## src/rtl/stimulus_sequencer_if.sv

```systemverilog
// rtl/stimulus_sequencer_if.sv - frame/sensor inputs and patch/measurement outputs of the lag-test sequencer
interface stimulus_sequencer_if;
    logic        enable;
    logic        frame_start;
    logic        sensor_trigger;
    logic        patch_on;
    logic        measure_start;
    logic        measure_done;
    logic        timeout;
    logic [1:0]  state;
    logic [15:0] done_count;

    modport master (
        output enable, frame_start, sensor_trigger,
        input  patch_on, measure_start, measure_done, timeout, state, done_count
    );

    modport slave (
        input  enable, frame_start, sensor_trigger,
        output patch_on, measure_start, measure_done, timeout, state, done_count
    );
endinterface

```

## src/rtl/stimulus_sequencer.sv

```systemverilog
// rtl/stimulus_sequencer.sv - lag-test patch sequencer: lit/dark periods, measurement start/done/timeout pulses
// Optional SENSOR_HOLDOFF_EN: ignore sensor for HOLDOFF_CYCLES clocks after each measure_start.
module stimulus_sequencer #(
    parameter int FRAMES_ON      = 15,
    parameter int FRAMES_OFF     = 15,
    parameter int TIMEOUT_FRAMES = 60,
    parameter int HOLDOFF_CYCLES = 2700
) (
    input  logic                  clk,
    input  logic                  rst,
    stimulus_sequencer_if.slave   bus
);
    typedef enum logic [1:0] {IDLE = 2'd0, LIT = 2'd1, DARK = 2'd2} state_t;

    localparam logic [7:0] ON_LIMIT  = 8'(FRAMES_ON);
    localparam logic [7:0] OFF_LIMIT = 8'(FRAMES_OFF);
    localparam logic [7:0] TO_LIMIT  = 8'(TIMEOUT_FRAMES);

    state_t     st;
    logic [7:0] frame_cnt;
    logic       seen;
    logic [7:0] frame_inc;
    logic       accept;
    logic       seen_upd;
    logic       holdoff_clear;

`ifdef SENSOR_HOLDOFF_EN
    localparam logic [11:0] HOLDOFF_LOAD = 12'(HOLDOFF_CYCLES);
    logic [11:0] holdoff_cnt;
    assign holdoff_clear = (holdoff_cnt == 12'd0);
`else
    // Always true; only keeps the holdoff parameter referenced in this build.
    assign holdoff_clear = ((HOLDOFF_CYCLES | 1) != 0);
`endif

    always_comb begin
        frame_inc = (frame_cnt == 8'hFF) ? 8'hFF : frame_cnt + 8'd1;
        accept    = (st == LIT) && bus.sensor_trigger && !seen && holdoff_clear;
        seen_upd  = seen | accept;
    end

    assign bus.state = st;

    always_ff @(posedge clk or posedge rst) begin
        if (rst) begin
            st                <= IDLE;
            frame_cnt         <= 8'd0;
            seen              <= 1'b0;
            bus.patch_on      <= 1'b0;
            bus.measure_start <= 1'b0;
            bus.measure_done  <= 1'b0;
            bus.timeout       <= 1'b0;
            bus.done_count    <= 16'd0;
`ifdef SENSOR_HOLDOFF_EN
            holdoff_cnt       <= 12'd0;
`endif
        end else begin
            bus.measure_start <= 1'b0;
            bus.measure_done  <= 1'b0;
            bus.timeout       <= 1'b0;
`ifdef SENSOR_HOLDOFF_EN
            if (holdoff_cnt != 12'd0) holdoff_cnt <= holdoff_cnt - 12'd1;
`endif
            case (st)
                IDLE: begin
                    bus.patch_on <= 1'b0;
                    if (bus.frame_start && bus.enable) begin
                        st                <= LIT;
                        bus.patch_on      <= 1'b1;
                        bus.measure_start <= 1'b1;
                        frame_cnt         <= 8'd0;
                        seen              <= 1'b0;
`ifdef SENSOR_HOLDOFF_EN
                        holdoff_cnt       <= HOLDOFF_LOAD;
`endif
                    end
                end
                LIT: begin
                    if (accept) begin
                        bus.measure_done <= 1'b1;
                        seen             <= 1'b1;
                        bus.done_count   <= bus.done_count + 16'd1;
                    end
                    // A sensor accepted on this same edge already counts toward leaving LIT.
                    if (bus.frame_start) begin
                        if (!bus.enable) begin
                            st           <= IDLE;
                            bus.patch_on <= 1'b0;
                        end else if (seen_upd && frame_inc >= ON_LIMIT) begin
                            st           <= DARK;
                            bus.patch_on <= 1'b0;
                            frame_cnt    <= 8'd0;
                        end else if (!seen_upd && frame_inc >= TO_LIMIT) begin
                            st           <= DARK;
                            bus.patch_on <= 1'b0;
                            bus.timeout  <= 1'b1;
                            frame_cnt    <= 8'd0;
                        end else begin
                            frame_cnt    <= frame_inc;
                        end
                    end
                end
                DARK: begin
                    bus.patch_on <= 1'b0;
                    if (bus.frame_start) begin
                        if (!bus.enable) begin
                            st <= IDLE;
                        end else if (frame_inc == OFF_LIMIT) begin
                            st                <= LIT;
                            bus.patch_on      <= 1'b1;
                            bus.measure_start <= 1'b1;
                            frame_cnt         <= 8'd0;
                            seen              <= 1'b0;
`ifdef SENSOR_HOLDOFF_EN
                            holdoff_cnt       <= HOLDOFF_LOAD;
`endif
                        end else begin
                            frame_cnt <= frame_inc;
                        end
                    end
                end
                default: begin
                    st           <= IDLE;
                    bus.patch_on <= 1'b0;
                end
            endcase
        end
    end
endmodule
```

## src/flat_wrapper.sv

```systemverilog
// flat-port wrapper written by rule: the top's interface ports become plain ports
module stimulus_sequencer_flat 
#(
    parameter int FRAMES_ON      = 15,
    parameter int FRAMES_OFF     = 15,
    parameter int TIMEOUT_FRAMES = 60,
    parameter int HOLDOFF_CYCLES = 2700
)
  (clk, rst, bus_enable, bus_frame_start, bus_sensor_trigger, bus_patch_on, bus_measure_start, bus_measure_done, bus_timeout, bus_state, bus_done_count);
  stimulus_sequencer_if bus_i ();
  input  logic clk;
  input  logic rst;
  input wire logic [$bits(bus_i.enable)-1:0] bus_enable;
  input wire logic [$bits(bus_i.frame_start)-1:0] bus_frame_start;
  input wire logic [$bits(bus_i.sensor_trigger)-1:0] bus_sensor_trigger;
  output wire logic [$bits(bus_i.patch_on)-1:0] bus_patch_on;
  output wire logic [$bits(bus_i.measure_start)-1:0] bus_measure_start;
  output wire logic [$bits(bus_i.measure_done)-1:0] bus_measure_done;
  output wire logic [$bits(bus_i.timeout)-1:0] bus_timeout;
  output wire logic [$bits(bus_i.state)-1:0] bus_state;
  output wire logic [$bits(bus_i.done_count)-1:0] bus_done_count;
  assign bus_i.enable = bus_enable;
  assign bus_i.frame_start = bus_frame_start;
  assign bus_i.sensor_trigger = bus_sensor_trigger;
  assign bus_patch_on = bus_i.patch_on;
  assign bus_measure_start = bus_i.measure_start;
  assign bus_measure_done = bus_i.measure_done;
  assign bus_timeout = bus_i.timeout;
  assign bus_state = bus_i.state;
  assign bus_done_count = bus_i.done_count;
  stimulus_sequencer #(.FRAMES_ON(FRAMES_ON), .FRAMES_OFF(FRAMES_OFF), .TIMEOUT_FRAMES(TIMEOUT_FRAMES), .HOLDOFF_CYCLES(HOLDOFF_CYCLES)) u_core (.clk(clk), .rst(rst), .bus(bus_i));
endmodule
```

## config.mk

```make
export PLATFORM = sky130hd
export DESIGN_NAME = stimulus_sequencer_flat
export DESIGN_NICKNAME = d
export VERILOG_FILES = /design/src/rtl/stimulus_sequencer_if.sv /design/src/rtl/stimulus_sequencer.sv /design/src/flat_wrapper.sv
export SDC_FILE = /design/constraint.sdc
export NUM_CORES = 1
export LEC_CHECK = 0
export ABC_CLOCK_PERIOD_IN_PS = 2070
export CELL_PAD_IN_SITES_DETAIL_PLACEMENT = 0
export CELL_PAD_IN_SITES_GLOBAL_PLACEMENT = 2
export CORE_UTILIZATION = 30
export CTS_BUF_LIST = sky130_fd_sc_hd__clkbuf_4 sky130_fd_sc_hd__clkbuf_8 sky130_fd_sc_hd__clkbuf_16
export CTS_CLUSTER_DIAMETER = 60
export DETAILED_ROUTE_END_ITERATION = 12
export PLACE_DENSITY_LB_ADDON = 0.1
export SETUP_SLACK_MARGIN = 0.3
export SKIP_LAST_GASP = 1
export SYNTH_ARGS = -nofsm -noshare
export SYNTH_HDL_FRONTEND = slang
export SYNTH_SLANG_ARGS = --single-unit
```

## constraint.sdc

```tcl
create_clock -name clk -period 2.07 [get_ports clk]
set_input_delay 0.207 -clock clk [delete_from_list [all_inputs] [get_ports clk]]
set_output_delay 0.207 -clock clk [all_outputs]
set_load 0.01 [all_outputs]
```

# After elaboration in Yosys (flattened, before gate mapping)
# Cells that the tools add are included.
# Widths: inputs -> output; s select.
# word_totals
wordCells	82
output_inout_bits	22
inputBits	5
ff_bits	31
# op_classes
mux	42
eq_ne	13
n_reduce_logical	14
order_cmp	2
n_bitwise	1
addsub	2
# ops
op	count
$mux 8	9
$pmux 8 s3	1
$mux 1	20
$add 16x1->16 const B	1
$mux 2	8
$reduce_and 6->1	2
$add 8x1->8 const B	1
$eq 8x4->1 const B	1
$eq 8x8->1 const B	1
$ge 8x4->1 const B	1
$ge 8x6->1 const B	1
$ne 2x2->1 const B	4
$ne 2x1->1 const B	3
$pmux 1 s3	2
$pmux 2 s3	1
$logic_and 1x1->1	5
$reduce_and 5->1	1
$ne 4x4->1 const B	1
$reduce_and 2->1	2
$ne 3x2->1 const B	1
$reduce_bool 3->1	1
$eq 2x1->1 const B	1
$eq 2x2->1 const B	1
$logic_not 1->1	2
3 further kinds	3

# Depth between registers and ports, before layout
# Gate-level depths: netlist (run 1).
# logic_depth
ltp_word	11
depth_mapped	8
depth_no_buf	8

# Worst setup path before layout (run 1)
# No wires, ideal clock.
# synth_path
path_type	register to register
from	register u_core.frame_cnt[1]
to	register u_core.st[0], in the netlist u_core.bus.state[0]
setup_slack_ns	-0.032
required_ns	1.945
period_less_slack_ns	2.102
arrival_time_ns	1.977
path_buffers	1
setup_ns	0.125
stages_incl_launch_ff	9
cell_sequence	dfrtp_1 -> ha_1 -> buf_2 -> nand3_1 -> nor2_1 -> mux2i_1 -> o211a_4 -> a21o_1 -> mux2_4
# synth_between
elab_chain_cells	8
elab_cells_between_ends	15
cone_classes	add/sub (1); order compare (2); eq/ne (4); mux (5); reduce/logical (3)
# synth_rtl
element	line	text
start: declaration	stimulus_sequencer.sv:20	logic [7:0] frame_cnt;
start signal: assignment	stimulus_sequencer.sv:99	frame_cnt <= frame_inc;
start signal: assignment	stimulus_sequencer.sv:118	frame_cnt <= frame_inc;
$add 8x1->8 or $eq 8x8->1 (tied branches)	stimulus_sequencer.sv:37	frame_inc = (frame_cnt == 8'hFF) ? 8'hFF : frame_cnt + 8'd1;
$mux 8 *	stimulus_sequencer.sv:37	
$ge 8x4->1	stimulus_sequencer.sv:89	end else if (seen_upd && frame_inc >= ON_LIMIT) begin
$logic_and 1x1->1	stimulus_sequencer.sv:89	
$mux 2	stimulus_sequencer.sv:89	
$mux 2	stimulus_sequencer.sv:86	if (!bus.enable) begin
$mux 2	stimulus_sequencer.sv:85	if (bus.frame_start) begin
$pmux 2 s3	stimulus_sequencer.sv:64	case (st)
end signal: assignment	stimulus_sequencer.sv:68	st <= LIT;
end signal: assignment	stimulus_sequencer.sv:87	st <= IDLE;
end signal: assignment	stimulus_sequencer.sv:90	st <= DARK;
end: declaration	stimulus_sequencer.sv:19	state_t st;
# Mark *: on every way between the ends. The rest lies on a longest branch, timed or not. The select of a mux whose other input is x is not followed.
# A chain may end at the register's enable or synchronous reset.

# Worst setup path after layout (run 1)
# layout_path
from	register u_core.frame_cnt[0]
to	register u_core.st[0], in the netlist u_core.bus.state[0]
# Same word-level chain as after synthesis.

==> results of run 1 <==
through the flow:
step | util | area (um^2) | hold slack, ps | cells | setup slack (ps)
floorplan | - | 1830 | 311 | 189 | 85.9
global placement | 0.411 | 2310 | 462 | 303 | 33.4
detailed placement | 0.411 | 2310 | 466 | 303 | 20.2
CTS | 0.450 | 2520 | 329 | 318 | 64.4
global route | 0.494 | 2770 | 361 | 328 | 1.65
finish | 0.494 | 2770 | 318 | 328 | 60.0
synth_stat cells, drive strengths merged, types with 2 or more instances:
library cell | count | area share
nand4b | 2 | 0.0099
inv | 8 | 0.017
and3 | 4 | 0.014
ha | 6 | 0.042
nor2 | 17 | 0.036
nor3 | 2 | 0.0056
nand2 | 26 | 0.055
and2 | 2 | 0.0071
nand3 | 9 | 0.025
xnor2 | 13 | 0.064
nand3b | 3 | 0.013
mux2i | 2 | 0.011
dfrtp | 31 | 0.44
o21ai | 5 | 0.014
a21o | 2 | 0.0085
o22ai | 3 | 0.011
xor2 | 4 | 0.020
mux2 | 3 | 0.021
buf | 4 | 0.015
and4 | 3 | 0.016
nand4 | 4 | 0.014
a31oi | 4 | 0.014
clkbuf | 3 | 0.0064
a21oi | 11 | 0.031
o211ai | 4 | 0.017
repair_timing:
action,4_1_cts,5_1_grt
setup buffers,7,10
endpoints found under the hold margin,0,0
pin swaps,11,22
setup endpoints to repair,16,24
gates resized for setup,10,41
flip-flops by register name, indices dropped and copies added (netlist names):
name and count:
u_core.bus.done_count 16, u_core.frame_cnt 8, u_core.bus.state 2, u_core.bus.measure_done 1, u_core.bus.measure_start 1, u_core.bus.patch_on 1
u_core.bus.timeout 1, u_core.seen 1
area by class of cell:
| class | instances | share of cell area |
|---|---|---|
| inverters | 8 | 0.0108 |
| repair buffers | 66 | 0.213 |
| clock buffers | 6 | 0.0298 |
| clock inverters | 2 | 0.0126 |
| multi-input cells | 143 | 0.421 |
| flip-flops and latches | 31 | 0.281 |
| well taps | 72 | 0.0325 |
cell families (layout without fill, tap and decap cells):
logic type,count (synthesis),count (layout),synth area share
XOR/XNOR,17,17,0.0840
multiplexers,5,5,0.0325
adder cells (fa/ha/maj),6,6,0.0423
AO/OA/AOI/OAI,39,39,0.152
flip-flops,31,31,0.438
buffers and inverters,15,82,0.0381
AND/OR/NAND/NOR,76,76,0.213
layout by cell type (no fill, tap or decap), drive strengths merged, types with 2 or more instances in the layout:
master,netlist,routed
o21ai,5,5
clkbuf,3,6
nor2,17,17
dfrtp,31,31
nor3,2,2
and3,4,4
a21o,2,2
a31oi,4,4
inv,8,8
nand2,26,26
nand3,9,9
and4,3,3
ha,6,6
nand4,4,4
o211ai,4,4
o22ai,3,3
clkdlybuf4s50,0,26
nand3b,3,3
and2,2,2
mux2i,2,2
mux2,3,3
xor2,4,4
buf,4,40
nand4b,2,2
xnor2,13,13
a21oi,11,11
critical path, stage by stage (launching register included):
cell,delay (ps)
dfrtp_1,420
buf_6,140
and4_4,190
and3_4,170
or2_1,220
o211a_4,260
a21o_1,190
mux2_4,300
report_power, final:
group          internal (mW)  switching [mW]  total, mW  leakage (nW)
registers              0.704           0.117      0.822         0.418
logic                  0.763           0.689       1.45         0.717
clock network          0.389           0.237      0.626        0.0612
total                   1.86            1.04       2.90          1.20
path summary, 6_finish.rpt:
path | start | endpoint | slack [ps] | depth (start not counted)
max | u_core.frame_cnt[0]$_DFFE_PP0P_ | u_core.bus.state[0]$_DFFE_PP0P_ | 60 | 7
max reg2reg | u_core.frame_cnt[0]$_DFFE_PP0P_ | u_core.bus.state[0]$_DFFE_PP0P_ | 60 | 7
min in group clk | u_core.bus.done_count[15]$_DFFE_PP0P_ | u_core.bus.done_count[15]$_DFFE_PP0P_ | 480 | 1
max in group asynchronous | rst | u_core.frame_cnt[2]$_DFFE_PP0P_ | 1440 | 3
min reg2reg | u_core.bus.done_count[15]$_DFFE_PP0P_ | u_core.bus.done_count[15]$_DFFE_PP0P_ | 480 | 1
min | rst | u_core.bus.state[1]$_DFFE_PP0P_ | 320 | 3
metal layers:
metal	GRT usage	vias to the layer above	wire length, um
li1	-	801	-
met1	0.198	815	2030
met2	0.269	43	2500
met3	0.0333	5	182
met4	0.0509	0	46
met5	0	-	0
==> results by group, run 1 <==
Place
  • GPL Wtd Cong: 0.800
  • DP HPWL: 3230 um
  • PortBufs: 26

Pwr
  • Power density over cell area: 1050 mW/mm^2
  • Static Leakage: 1.20 nW
  • Maximum VDD drop: 0.836 mV
  • Power Total: 2.90 mW

Routing
  • # DRC: 0
  • 1st-iter DRT viols: 31
  • Via density per instance: 5.07
  • DR pass1 iterations: 4
  • Final WL: 4760 um
  • Vias: 1,664
  • Wire per inst: 14.5 um
  • Antenna Nets Post-Route: 0

Global route
  • First-pass GRT wire length: 7560 um
  • Number of global-route vias before repair: 1,582
  • Antenna violations before repair: 0
  • Grt ovf: 0
  • Global Route Usage Sum: 0.158
  • Largest net degree at the start of global routing: 32

STA
  • Final Slew Violations: 0
  • Fmax: 0.498 GHz
  • Final setup viols: 0
  • Slew HR: 0.728
  • Clock Skews: 5.76 ps
  • Final Cycle Share: 0.971
  • Fin crit period: 2010 ps
  • Worst-Margin Slew: 404 ps
  • Hold Fails Final Rpt: 0
  • Setup_tns: 0 ps
  • RSZ-0062 raised after global routing: yes

Die
  • Die Span X: 78.9 um
  • Core Area: 0.00561 mm^2
  • # rows: 27
  • Die Area: 0.00622 mm^2
  • Initial core utilization: 0.316
  • IO Pins: 27
  • Die Y-Extent: 78.9 um

CTS
  • Root Buffer: clkbuf_8
  • CTS Buffer Depth: 2
  • Clock Sinks: 31
  • Hold buffers post-CTS: 0
  • Clock network latency to the later pin of the worst-skew pair: 280 ps
  • Cts bufs inserted: 5
  • CTS tree: yes
  • # H-tree levels: 2
  • Clock transition at path regs: 70 ps

Final layout
  • FF+latch area: 778 um^2
  • Fraction of layout cells with a size suffix above 1: 0.355
  • Area of the multi-input gates: 0.00117 mm^2
  • Filler instances: 545
  • Ant. Diodes: 0
  • Area delta synth->final: 56.4%
  • Final #Nets: 266

Logic synthesis
  • EDFF count, synth: 0
  • Predominant post-synthesis flop cell: dfrtp_1
  • #FFs+latches synth: 31
  • Netlist cell types: 42
  • Post-synth ARST share: 1.00
  • Cells after Synth: 189
  • Syn Area/Cell: 9.38 um^2
  • Synthesized area: 0.00177 mm^2
  • Synth Net Count: 200
  • Post-synthesis sequential area ratio: 0.438
  • Synth Warn #: 0

Setup path
  • Setup CP Type: register to register
  • Largest fanout on the critical path: 4
  • CP Capture Type: register
  • CP required: 2240 ps
  • Nature of the critical path startpoint: register
  • WP data arrival: 2180 ps

Status
  • Status: finished clean

Job
  • MaxCap Viol Count: 0

Min path
  • Worst hold path class: input pin to asynchronous set/reset pin
No activity file was read; power rests on OpenSTA's default activity.
==> run 2: changes to the inputs <==
--- a/config.mk
+++ b/config.mk
@@ -9,4 +9,5 @@
 export CELL_PAD_IN_SITES_DETAIL_PLACEMENT = 0
 export CELL_PAD_IN_SITES_GLOBAL_PLACEMENT = 2
+export CORE_ASPECT_RATIO = 0.9
 export CORE_UTILIZATION = 30
 export CTS_BUF_LIST = sky130_fd_sc_hd__clkbuf_4 sky130_fd_sc_hd__clkbuf_8 sky130_fd_sc_hd__clkbuf_16
@@ -14,4 +15,5 @@
 export DETAILED_ROUTE_END_ITERATION = 12
 export PLACE_DENSITY_LB_ADDON = 0.1
+export RECOVER_POWER = 25
 export SETUP_SLACK_MARGIN = 0.3
 export SKIP_LAST_GASP = 1
==> constraint.sdc (replaced) <==
create_clock -name clk -period 2.07 [get_ports clk]
set_input_delay 0.207 -clock clk [delete_from_list [all_inputs] [get_ports clk]]
set_output_delay 0.207 -clock clk [all_outputs]
set_load 0.1 [all_outputs]
==> run 2 against run 1 <==
  * Power grew 6.4%
  * Critical path type unchanged
  * Register-to-register slack worse by 20 ps
  * Cell count shrank 3.0%
  * Global-route usage is 0.18 points higher
==> results by group, run 2 (same netlist as run 1, synthesis figures left out) <==
Final layout
  • Most frequent cells in the layout: buf_4, nand2_1, dfrtp_1, xnor2_1
  • Commonest non-fill, non-tap cell in the layout: buf_4
  • Final #Nets: 258 (-3.0%)
  • Post-route cell area: 0.00260 mm^2 (-6.3%)
  • Fraction of layout cells with a size suffix above 1: 0.427 (+0.0720)
  • Ant. Diodes: 0 (unchanged)
  • Area delta synth->final: 46.6%
  • Largest register by flop count: u_core.bus.done_count
  • Fin cells: 318 (-3.0%)
  • Max reg flops: 16 (unchanged)
  • Layout Utilization: 0.456 (-0.0379)

Global route
  • Global Route Usage Sum: 0.159 (+0.00183)
  • Antenna violations before repair: 0 (unchanged)
  • Number of global-route vias before repair: 1,511 (-4.5%)
  • Grt ovf: 0 (unchanged)
  • First-pass GRT wire length: 7530 um (-0.46%)
  • Largest net degree at the start of global routing: 20 (-38%)

Die
  • Die Span X: 83.0 um (+5.3%)
  • IO Pins: 27 (unchanged)
  • Die Area: 0.00622 mm^2 (about the same)
  • Die Y-Extent: 74.9 um (-5.0%)
  • # rows: 26 (-3.7%)
  • Core Area: 0.00569 mm^2 (+1.5%)
  • Initial core utilization: 0.311 (-0.00472)

STA
  • Fin crit period: 2030 ps (+24.9 ps)
  • Worst hold margin: 291 ps (-27.8 ps)
  • Final Slew Violations: 0 (unchanged)
  • Final setup viols: 0 (unchanged)
  • Setup_tns: 0 ps (unchanged)
  • Fmax: 0.491 GHz (-1.2%)
  • Clock Skews: 5.81 ps (+0.0524 ps)
  • Final Cycle Share: 0.983 (+0.0120)
  • Slew HR: 0.317 (-0.410)
  • Hold Fails Final Rpt: 0 (unchanged)
  • RSZ-0062 raised after global routing: yes
  • Worst-Margin Slew: 1020 ps (+620 ps)
  • Setup WS post-layout: 35.2 ps (-24.9 ps)

Place
  • Cell Area, Placed: 0.00224 mm^2 (-3.1%)
  • GPL Wtd Cong: 0.795 (-0.69%)
  • Place WS: -14.6 ps (-34.8 ps)
  • Inst Count DP: 297 (-2.0%)
  • DP HPWL: 3410 um (+5.5%)
  • PortBufs: 26 (unchanged)

Pwr
  • Net Sw Frac: 0.479 (+0.119)
  • Internal power: 1.61 mW (-13%)
  • Static Leakage: 1.15 nW (-4.0%)
  • Psw: 1.48 mW (+42%)
  • Logic pwr share: 0.557 (+0.056)
  • Maximum VDD drop: 1.11 mV (+33%)
  • Power density over cell area: 1190 mW/mm^2 (+14%)
  • Clock Power Share: 0.167 (-0.049)
  • Power Total: 3.09 mW (+6.4%)
  • Part of the power in registers: 0.276 (-0.007)

Setup path
  • R2r endpoint: u_core.bus.state[0]$_DFFE_PP0P_
  • Setup CP Type: register to register
  • CP required: 2240 ps (about the same)
  • Worst path max stage delay: 420 ps (about the same)
  • Nature of the critical path startpoint: register
  • Worst Setup SP: u_core.frame_cnt[0]$_DFFE_PP0P_
  • CP Capture Type: register
  • CP Cell Sequence: buf_6, buf_6, a21bo_4, a21oi_4, nor4_4, o211a_4, a21o_1, mux2_4
  • WP data arrival: 2210 ps (+30 ps)
  • Cell with the largest stage delay on the worst path: dfrtp_1
  • Worst R2R Path Depth: 8 (+1)
  • Largest fanout on the critical path: 5 (+1)
  • Most common cell on crit path: buf_6
  • R2r setup slk: 40 ps (-20 ps)
  • Reg2reg start: u_core.frame_cnt[0]$_DFFE_PP0P_

CTS
  • # H-tree levels: 2 (unchanged)
  • Clock transition at path regs: 70 ps (about the same)
  • Clock network latency to the later pin of the worst-skew pair: 280 ps (about the same)
  • Root Buffer: clkbuf_8
  • CTS tree: yes
  • CTS Buffer Depth: 2 (unchanged)
  • Cts bufs inserted: 5 (unchanged)
  • Clock Sinks: 31 (unchanged)

Routing
  • Final WL: 4720 um (-0.74%)
  • Antenna Nets Post-Route: 0 (unchanged)
  • Via density per instance: 5.12 (+0.91%)
  • # DRC: 0 (unchanged)
  • 1st-iter DRT viols: 131 (+320%)
  • Vias: 1,628 (-2.2%)
  • Wire per inst: 14.8 um (+2.4%)
  • DR pass1 iterations: 4 (unchanged)

Status
  • Status: finished clean

Job
  • MaxCap Viol Count: 0 (unchanged)

Min path
  • Worst hold path class: input pin to asynchronous set/reset pin
-- run 2: power groups by stage --
| stage | registers, mW | logic, mW | clock network, mW |
|---|---|---|---|
| floorplan | 1.34 | 0.659 | 0 |
| global placement | 0.838 | 1.52 | 0 |
| detailed placement | 0.845 | 1.53 | 0 |
| CTS | 0.844 | 1.65 | 0.535 |
| global route | 0.868 | 1.84 | 0.570 |
| finish | 0.851 | 1.72 | 0.515 |
-- run 2: final cells by class --
class                           count  area (um^2)
Tap cell                           70         87.6
Sequential cell                    31          793
Inverter                            8         32.5
Timing Repair Buffer               58          464
Clock buffer                        7         90.1
Multi-Input combinational cell    143         1130
Clock inverter                      1         5.00
Fill cell                         555         3090
-- run 2: worst max-delay path by stage --
| stage | endpoint | slack (ps) | depth (start not counted) |
|---|---|---|---|
| 2_1_floorplan | u_core.bus.done_count[13]$_DFFE_PP0P_ | 30 | 8 |
| 3_3_place_gp | u_core.bus.state[0]$_DFFE_PP0P_ | 60 | 7 |
| 3_5_place_dp | u_core.bus.patch_on$_DFFE_PP0P_ | -10 | 7 |
| 4_1_cts | u_core.bus.state[0]$_DFFE_PP0P_ | 40 | 7 |
| 5_1_grt | u_core.bus.state[0]$_DFFE_PP0P_ | -30 | 8 |
| 6_report | u_core.bus.state[0]$_DFFE_PP0P_ | 40 | 8 |
-- run 2: routing by layer --
layer,track usage,routed length (um),up-vias
met5,0,0,-
met4,0.0728,122,0
met3,0.0482,212,11
met2,0.247,2210,44
met1,0.208,2180,791
li1,-,-,782
-- run 2: worst max-delay path: cells and delay by family (launching register included) --
kind,cells,cell delay (ps)
compound gates,4,890
simple gates,1,70
buf+inv,2,250
flops,1,420
mux,1,300
-- run 2: repair_timing --
item	CTS	global route
gates resized for setup	16	24
pin swaps	17	18
hold buffers	0	0
cloned	0	0
setup buffers	10	3
endpoints found under the setup margin	16	24
